### src/rtl/mem_port_arbiter_if.sv
// -----------------------------------------------------------------------------
// mem_port_arbiter_if
//   Bundles every signal between the two requesters (instruction fetch and
//   load/store), the arbiter and the single-ported RAMHelper memory.
//
//   Requester side:
//     if_req_valid/if_req_addr/if_req_ready    IF request handshake
//     if_resp_valid/if_resp_inst               IF response (1-cycle pulse)
//     d_req_valid/d_req_addr/d_req_wen/
//     d_req_wdata/d_req_wmask/d_req_ready      D request handshake
//     d_resp_valid/d_resp_rdata                D response (1-cycle pulse)
//   Memory side:
//     mem_en/mem_ridx/mem_widx/mem_wdata/
//     mem_wmask/mem_wen                        issued by the arbiter
//     mem_rdata                                returned by memory one cycle later
//
//   Modports:
//     slave  - the arbiter
//     master - the surroundings: both requesters plus the memory instance
// -----------------------------------------------------------------------------
interface mem_port_arbiter_if;
  // IF requester
  logic        if_req_valid;
  logic [63:0] if_req_addr;
  logic        if_req_ready;
  logic        if_resp_valid;
  logic [31:0] if_resp_inst;

  // Load/store requester
  logic        d_req_valid;
  logic [63:0] d_req_addr;
  logic        d_req_wen;
  logic [63:0] d_req_wdata;
  logic [63:0] d_req_wmask;
  logic        d_req_ready;
  logic        d_resp_valid;
  logic [63:0] d_resp_rdata;

  // Memory port
  logic        mem_en;
  logic [63:0] mem_ridx;
  logic [63:0] mem_rdata;
  logic [63:0] mem_widx;
  logic [63:0] mem_wdata;
  logic [63:0] mem_wmask;
  logic        mem_wen;

  modport slave (
    input  if_req_valid, if_req_addr,
    output if_req_ready, if_resp_valid, if_resp_inst,
    input  d_req_valid, d_req_addr, d_req_wen, d_req_wdata, d_req_wmask,
    output d_req_ready, d_resp_valid, d_resp_rdata,
    output mem_en, mem_ridx, mem_widx, mem_wdata, mem_wmask, mem_wen,
    input  mem_rdata
  );

  modport master (
    output if_req_valid, if_req_addr,
    input  if_req_ready, if_resp_valid, if_resp_inst,
    output d_req_valid, d_req_addr, d_req_wen, d_req_wdata, d_req_wmask,
    input  d_req_ready, d_resp_valid, d_resp_rdata,
    input  mem_en, mem_ridx, mem_widx, mem_wdata, mem_wmask, mem_wen,
    output mem_rdata
  );
endinterface

### src/rtl/mem_port_arbiter.sv
// -----------------------------------------------------------------------------
// mem_port_arbiter
//   Shares the single RAMHelper port between instruction fetch (IF) and
//   load/store (D). Exactly one transaction is in flight: a request is accepted
//   in IDLE, issued to memory in ISSUE and answered in RESP, so the port handles
//   at most one request every three cycles.
//
//   Arbitration gives D fixed priority. A saturating counter tracks how many
//   times in a row IF was waiting while D won; once it reaches MAX_WAIT, IF wins
//   the next simultaneous request.
//
//   Byte addresses are turned into 64-bit word indices here:
//     index = (addr - MEM_BASE) >> 3  (unsigned, wraps below MEM_BASE)
//
//   Ports:
//     clk  - clock
//     rst  - synchronous, active-high reset; drops any transaction in flight
//            (a write already issued to memory is not undone)
//     bus  - mem_port_arbiter_if.slave, requester and memory signals
//
//   Parameters:
//     MEM_BASE - byte address mapped to memory index 0
//     MAX_WAIT - consecutive IF denials before IF is forced to win
// -----------------------------------------------------------------------------
module mem_port_arbiter #(
  parameter logic [63:0] MEM_BASE = 64'h8000_0000,
  parameter int unsigned MAX_WAIT = 4
) (
  input logic               clk,
  input logic               rst,
  mem_port_arbiter_if.slave bus
);

  typedef enum logic [1:0] {
    ST_IDLE  = 2'd0,
    ST_ISSUE = 2'd1,
    ST_RESP  = 2'd2
  } state_e;

  typedef enum logic {
    OWN_IF = 1'b0,
    OWN_D  = 1'b1
  } owner_e;

  localparam logic [2:0] MAX_WAIT_C = 3'(MAX_WAIT);

  // ---------------------------------------------------------------------------
  // State
  // ---------------------------------------------------------------------------
  state_e      state_q,    state_d;
  owner_e      owner_q,    owner_d;
  logic [63:0] addr_q,     addr_d;
  logic        wen_q,      wen_d;
  logic [63:0] wdata_q,    wdata_d;
  logic [63:0] wmask_q,    wmask_d;
  logic [2:0]  wait_cnt_q, wait_cnt_d;

  logic        in_idle;
  logic        d_grant;
  logic        if_grant;
  logic        resp_active;
  logic [63:0] word_idx;

  // ---------------------------------------------------------------------------
  // Arbitration
  // ---------------------------------------------------------------------------
  // A request is only accepted in IDLE and never while reset is asserted, so
  // a reset cycle can not silently swallow a handshake.
  assign in_idle  = (state_q == ST_IDLE) && !rst;

  // D wins unless IF is also waiting and has been denied MAX_WAIT times in a row.
  assign d_grant  = in_idle && bus.d_req_valid &&
                    !(bus.if_req_valid && (wait_cnt_q == MAX_WAIT_C));
  assign if_grant = in_idle && bus.if_req_valid && !d_grant;

  assign bus.d_req_ready  = d_grant;
  assign bus.if_req_ready = if_grant;

  // The response is suppressed in a reset cycle: reset drops the transaction.
  assign resp_active = (state_q == ST_RESP) && !rst;

  // Byte address -> 64-bit word index, plain unsigned wrap-around arithmetic.
  assign word_idx = (addr_q - MEM_BASE) >> 3;

  // ---------------------------------------------------------------------------
  // Next-state logic
  // ---------------------------------------------------------------------------
  // NOTE: every signal written here gets a default first so no path through the
  // case statement leaves it unassigned and a latch can not be inferred.
  always_comb begin
    state_d    = state_q;
    owner_d    = owner_q;
    addr_d     = addr_q;
    wen_d      = wen_q;
    wdata_d    = wdata_q;
    wmask_d    = wmask_q;
    wait_cnt_d = wait_cnt_q;

    unique case (state_q)
      ST_IDLE: begin
        if (d_grant) begin
          state_d = ST_ISSUE;
          owner_d = OWN_D;
          addr_d  = bus.d_req_addr;
          wen_d   = bus.d_req_wen;
          wdata_d = bus.d_req_wdata;
          wmask_d = bus.d_req_wmask;
        end else if (if_grant) begin
          state_d = ST_ISSUE;
          owner_d = OWN_IF;
          addr_d  = bus.if_req_addr;
          wen_d   = 1'b0;
          wdata_d = '0;
          wmask_d = '0;
        end

        // Count IF denials caused by a D grant; forget them as soon as IF is
        // served or stops asking.
        if (if_grant || !bus.if_req_valid) begin
          wait_cnt_d = '0;
        end else if (d_grant && (wait_cnt_q != MAX_WAIT_C)) begin
          wait_cnt_d = wait_cnt_q + 3'd1;
        end
      end

      ST_ISSUE: state_d = ST_RESP;

      ST_RESP:  state_d = ST_IDLE;

      default:  state_d = ST_IDLE;
    endcase
  end

  // ---------------------------------------------------------------------------
  // Memory port and response outputs
  // ---------------------------------------------------------------------------
  always_comb begin
    bus.mem_en        = 1'b0;
    bus.mem_ridx      = '0;
    bus.mem_widx      = '0;
    bus.mem_wen       = 1'b0;
    bus.mem_wdata     = '0;
    bus.mem_wmask     = '0;
    bus.if_resp_valid = 1'b0;
    bus.if_resp_inst  = '0;
    bus.d_resp_valid  = 1'b0;
    bus.d_resp_rdata  = '0;

    // The issue strobe is deliberately not gated by reset: a write launched in
    // this cycle still lands in memory.
    if (state_q == ST_ISSUE) begin
      bus.mem_en   = 1'b1;
      bus.mem_ridx = word_idx;
      bus.mem_widx = word_idx;
      bus.mem_wen  = wen_q;
      if (wen_q) begin
        bus.mem_wdata = wdata_q;
        bus.mem_wmask = wmask_q;
      end
    end

    if (resp_active) begin
      if (owner_q == OWN_IF) begin
        bus.if_resp_valid = 1'b1;
        // Instructions are 4 bytes: address bit 2 picks the half of the word.
        bus.if_resp_inst  = addr_q[2] ? bus.mem_rdata[63:32] : bus.mem_rdata[31:0];
      end else begin
        bus.d_resp_valid = 1'b1;
        bus.d_resp_rdata = wen_q ? 64'h0 : bus.mem_rdata;
      end
    end
  end

  // ---------------------------------------------------------------------------
  // State register
  // ---------------------------------------------------------------------------
  // NOTE: sequential state uses non-blocking assignments so every register
  // samples the pre-edge value of every other register. The latched request
  // fields are reset too, so no stale data can reach the memory port.
  always_ff @(posedge clk) begin
    if (rst) begin
      state_q    <= ST_IDLE;
      owner_q    <= OWN_IF;
      addr_q     <= '0;
      wen_q      <= 1'b0;
      wdata_q    <= '0;
      wmask_q    <= '0;
      wait_cnt_q <= '0;
    end else begin
      state_q    <= state_d;
      owner_q    <= owner_d;
      addr_q     <= addr_d;
      wen_q      <= wen_d;
      wdata_q    <= wdata_d;
      wmask_q    <= wmask_d;
      wait_cnt_q <= wait_cnt_d;
    end
  end

  // ---------------------------------------------------------------------------
  // Design invariants
  // ---------------------------------------------------------------------------
  a_ready_exclusive: assert property (@(posedge clk) disable iff (rst)
    !(bus.if_req_ready && bus.d_req_ready));

  a_ready_only_idle: assert property (@(posedge clk) disable iff (rst)
    (bus.if_req_ready || bus.d_req_ready) |-> (state_q == ST_IDLE));

  a_wait_saturates: assert property (@(posedge clk) disable iff (rst)
    wait_cnt_q <= MAX_WAIT_C);

  a_single_resp: assert property (@(posedge clk) disable iff (rst)
    !(bus.if_resp_valid && bus.d_resp_valid));

endmodule

### src/flat_wrapper.sv
// flat-port wrapper written by rule: the top's interface ports become plain ports
module mem_port_arbiter_flat 
#(
  parameter logic [63:0] MEM_BASE = 64'h8000_0000,
  parameter int unsigned MAX_WAIT = 4
)
  (clk, rst, bus_if_req_valid, bus_if_req_addr, bus_if_req_ready, bus_if_resp_valid, bus_if_resp_inst, bus_d_req_valid, bus_d_req_addr, bus_d_req_wen, bus_d_req_wdata, bus_d_req_wmask, bus_d_req_ready, bus_d_resp_valid, bus_d_resp_rdata, bus_mem_en, bus_mem_ridx, bus_mem_widx, bus_mem_wdata, bus_mem_wmask, bus_mem_wen, bus_mem_rdata);
  mem_port_arbiter_if bus_i ();
  input logic clk;
  input logic rst;
  input wire logic [$bits(bus_i.if_req_valid)-1:0] bus_if_req_valid;
  input wire logic [$bits(bus_i.if_req_addr)-1:0] bus_if_req_addr;
  output wire logic [$bits(bus_i.if_req_ready)-1:0] bus_if_req_ready;
  output wire logic [$bits(bus_i.if_resp_valid)-1:0] bus_if_resp_valid;
  output wire logic [$bits(bus_i.if_resp_inst)-1:0] bus_if_resp_inst;
  input wire logic [$bits(bus_i.d_req_valid)-1:0] bus_d_req_valid;
  input wire logic [$bits(bus_i.d_req_addr)-1:0] bus_d_req_addr;
  input wire logic [$bits(bus_i.d_req_wen)-1:0] bus_d_req_wen;
  input wire logic [$bits(bus_i.d_req_wdata)-1:0] bus_d_req_wdata;
  input wire logic [$bits(bus_i.d_req_wmask)-1:0] bus_d_req_wmask;
  output wire logic [$bits(bus_i.d_req_ready)-1:0] bus_d_req_ready;
  output wire logic [$bits(bus_i.d_resp_valid)-1:0] bus_d_resp_valid;
  output wire logic [$bits(bus_i.d_resp_rdata)-1:0] bus_d_resp_rdata;
  output wire logic [$bits(bus_i.mem_en)-1:0] bus_mem_en;
  output wire logic [$bits(bus_i.mem_ridx)-1:0] bus_mem_ridx;
  output wire logic [$bits(bus_i.mem_widx)-1:0] bus_mem_widx;
  output wire logic [$bits(bus_i.mem_wdata)-1:0] bus_mem_wdata;
  output wire logic [$bits(bus_i.mem_wmask)-1:0] bus_mem_wmask;
  output wire logic [$bits(bus_i.mem_wen)-1:0] bus_mem_wen;
  input wire logic [$bits(bus_i.mem_rdata)-1:0] bus_mem_rdata;
  assign bus_i.if_req_valid = bus_if_req_valid;
  assign bus_i.if_req_addr = bus_if_req_addr;
  assign bus_if_req_ready = bus_i.if_req_ready;
  assign bus_if_resp_valid = bus_i.if_resp_valid;
  assign bus_if_resp_inst = bus_i.if_resp_inst;
  assign bus_i.d_req_valid = bus_d_req_valid;
  assign bus_i.d_req_addr = bus_d_req_addr;
  assign bus_i.d_req_wen = bus_d_req_wen;
  assign bus_i.d_req_wdata = bus_d_req_wdata;
  assign bus_i.d_req_wmask = bus_d_req_wmask;
  assign bus_d_req_ready = bus_i.d_req_ready;
  assign bus_d_resp_valid = bus_i.d_resp_valid;
  assign bus_d_resp_rdata = bus_i.d_resp_rdata;
  assign bus_mem_en = bus_i.mem_en;
  assign bus_mem_ridx = bus_i.mem_ridx;
  assign bus_mem_widx = bus_i.mem_widx;
  assign bus_mem_wdata = bus_i.mem_wdata;
  assign bus_mem_wmask = bus_i.mem_wmask;
  assign bus_mem_wen = bus_i.mem_wen;
  assign bus_i.mem_rdata = bus_mem_rdata;
  mem_port_arbiter #(.MEM_BASE(MEM_BASE), .MAX_WAIT(MAX_WAIT)) u_core (.clk(clk), .rst(rst), .bus(bus_i));
endmodule
### config.mk
export PLATFORM = sky130hd
export DESIGN_NAME = mem_port_arbiter_flat
export DESIGN_NICKNAME = d
export VERILOG_FILES = /design/src/rtl/mem_port_arbiter_if.sv /design/src/rtl/mem_port_arbiter.sv /design/src/flat_wrapper.sv
export SDC_FILE = /design/constraint.sdc
export NUM_CORES = 1
export LEC_CHECK = 0
export CAP_MARGIN = 30
export CORE_AREA = 2 2 262 264
export DETAILED_ROUTE_END_ITERATION = 8
export DIE_AREA = 0 0 264 266
export GPL_TIMING_DRIVEN = 0
export PLACE_DENSITY = 0.39
export SLEW_MARGIN = 20
export SYNTH_ARGS = -nofsm -noshare
export SYNTH_HDL_FRONTEND = slang
export SYNTH_SLANG_ARGS = --single-unit
### constraint.sdc
create_clock -name clk -period 6.2 [get_ports clk]
set_input_delay 0.62 -clock clk [delete_from_list [all_inputs] [get_ports clk]]
set_output_delay 0.62 -clock clk [all_outputs]
set_load 0.005 [all_outputs]
==> flow_summary.toml <==
[outcome]
outcome = "finished, final reports clean"

[floorplanning]
die_h_um = 266
start_util_pct = 15.0
placementRows = 96
pin_count = 683
die_width_um = 264
core_area_um2 = 67700
die_area_um2 = 70200

[finish]
final-seq-area_um2 = 3940
nets = 2323
fillCellCount = 7329
design_area_um2 = 18600
multi_input_area_um2 = 5200
stdcell_count = 2902
drive_gt1_share_pct = 5.38
syn_to_final_growth_pct = 83.7

[clocking]
clock_path_buffers = 2
htreeDepth = 4
cts_hold_buffers = 0
tritoncts = "built"
numCtsBuffers = 17
ctsResizeCount = 0
clkLatencyLatePin_ps = 500
cts_root_buf = "clkbuf_16"
cts.reportedPaths.clkPinSlew_ps = 70
postCtsSetupBuffers = 0
clock-sinks = 197

[yosys]
ys_top_cells_by_count = "344 x nor2_1, 197 x dfxtp_1, 130 x and3_1, 129 x a22oi_1, 117 x clkbuf_1"
synth_cells = 1299
yosys_warnings = 0
synthFlopType = "dfxtp_1"
netlist_area_um2 = 10100
ys_types = 37
synth_most_common_cell = "nor2_1"
synth_edf_count = 0
yosys-top-cells-area = "dfxtp_1 39%, nor2_1 13%, a22oi_1 9.6%"
synth_top_area_share_pct = 38.9
syn_avg_cell_area_um2 = 7.80
async_flop_share_pct = 0
synth-seq-cells = 197
synth_area_leader_cell = "dfxtp_1"
seq_area_frac_synth_pct = 38.9

[placed_design]
place_congestion = 0.902
hpwl_um = 52500
placed_cells = 2858
numPortBuffers = 671
dpl_cell_area_um2 = 18000

[setup_path]
cp_data_arrival_time_ps = 3840
critPathLaunchType = "flop"
r2r_start = "u_core.state_q[1]"
r2r_setup_slack_ps = 2830
worstSetupPathType = "flop to output pin"
crit_required_ps = 5580
cp_max_fo = 8
cp-end-kind = "output pin"
worstSetupStartpoint = "u_core.addr_q[40]"

[power]
powerDensity_nw_per_um2 = 184
p_leak_nw = 7.14
ir_drop_mv = 0.186

[worst_hold_path]
min_path_type = "flop to flop"
hp-start = "u_core.wait_cnt_q[1]"

[timing]
setup_viol = 0
fin_crit_ps = 4460
rsz0062_at_grt = "false"
final.setup_skew_ps = 23.2
fin_setup_tns_ps = 0
drv_slew = 0
period_share_pct = 72.0
maxSlewHeadroom_pct = 37.8
worstMarginPinSlew_ps = 933
hold_violations = 0
hold-worst-slack_ps = 476
max_freq_ghz = 0.224

[job]
maxCapViolations = 0

[global_route]
antenna_found_initial = 21
grt_max_degree = 20
grt_pass1_vias = 12422
track_usage_pct = 17.6
grt_pass1_wl_um = 89700
globalRouteOverflowTotal = 0

[route]
route.detailed.wl_per_inst_um = 22.1
ant_nets = 0
drtPass1Iterations = 6
drc = 0
dr_total_vias = 12206
drt-vias-per-instance = 4.21
first_iter_violations = 409
routed_wl_um = 64000
sequential cells by signal, summed over array words and instances, names as in the netlist:
name,flops
u_core.wen_q,1
u_core.owner_q,1
u_core.addr_q,62
u_core.wmask_q,64
u_core.wait_cnt_q,3
u_core.state_q,2
u_core.wdata_q,64
path summary, 6_finish.rpt:
kind | to | cells past startpoint
hold reg to reg | u_core.wait_cnt_q[1] | 2
setup / recovery | bus_mem_widx[59] | 8
setup reg to reg | u_core.wmask_q[41] | 8
hold / removal | u_core.wait_cnt_q[1] | 2
critical path, stage by stage (launching register included):
cell	delay, ps
dfxtp_1	380
or4_4	590
or4_4	430
buf_6	150
or3_4	400
or4_1	470
a21oi_1	280
buf_4	160
clkdlybuf4s50_1	500
layer usage:
| metal | part of all wire, % | vias up | track usage (%) |
|---|---|---|---|
| li1 | - | 5836 | - |
| met1 | 36 | 5821 | 17.5 |
| met2 | 53 | 471 | 33.4 |
| met3 | 8.0 | 70 | 6.23 |
| met4 | 2.6 | 8 | 6.28 |
| met5 | 0.083 | - | 0 |
power breakdown:
group	switching, W	leakage (nW)	total (W)	internal (W)
logic	0.000403	5.24	0.000838	0.000436
registers	0.0000558	1.61	0.00140	0.00134
clock network	0.000610	0.285	0.00119	0.000575
total	0.00107	7.14	0.00342	0.00235
placed cells by master (no fill, tap or decap), types with 32 or more instances in the layout:
cell type,instances
a22oi_1,129
and2_1,93
and3_1,130
buf_4,67
clkbuf_1,118
clkdlybuf4s50_1,671
dfxtp_1,197
mux2i_1,32
nor2_1,344
nor4_1,46
logic make-up (layout without fill, tap and decap cells):
family	Yosys count	count (layout)	share of synthesized area (%)
AOI/OAI and AO/OA	187	187	13.7
buffers and inverters	198	902	9.89
muxes	32	32	3.16
DFF	197	197	38.9
other	1	18	0.0370
and+or+nand+nor	661	661	32.1
adders and majority gates	3	3	0.371
xor gates and xnor gates	20	20	1.73
stage by stage:
stage          total power [W]  utilization, %  setup slack, ps
2_1_floorplan          0.00178               -             2940
3_3_place_gp           0.00227            26.5             2000
3_5_place_dp           0.00228            26.5             1980
4_1_cts                0.00349            27.4             1640
5_1_grt                0.00360            27.4             1600
6_report               0.00342            27.5             1740
cell type report:
cell class | count | share of cell area [%]
Antenna cell | 12 | 0.161
Buffer | 188 | 5.18
Clock buffer | 18 | 2.31
Clock inverter | 14 | 0.874
Inverter | 10 | 0.202
Multi-Input combinational cell | 909 | 28.0
Sequential cell | 197 | 21.2
Tap cell | 882 | 5.93
Timing Repair Buffer | 672 | 36.2
Note: power is estimated with default switching activity, not from simulation.
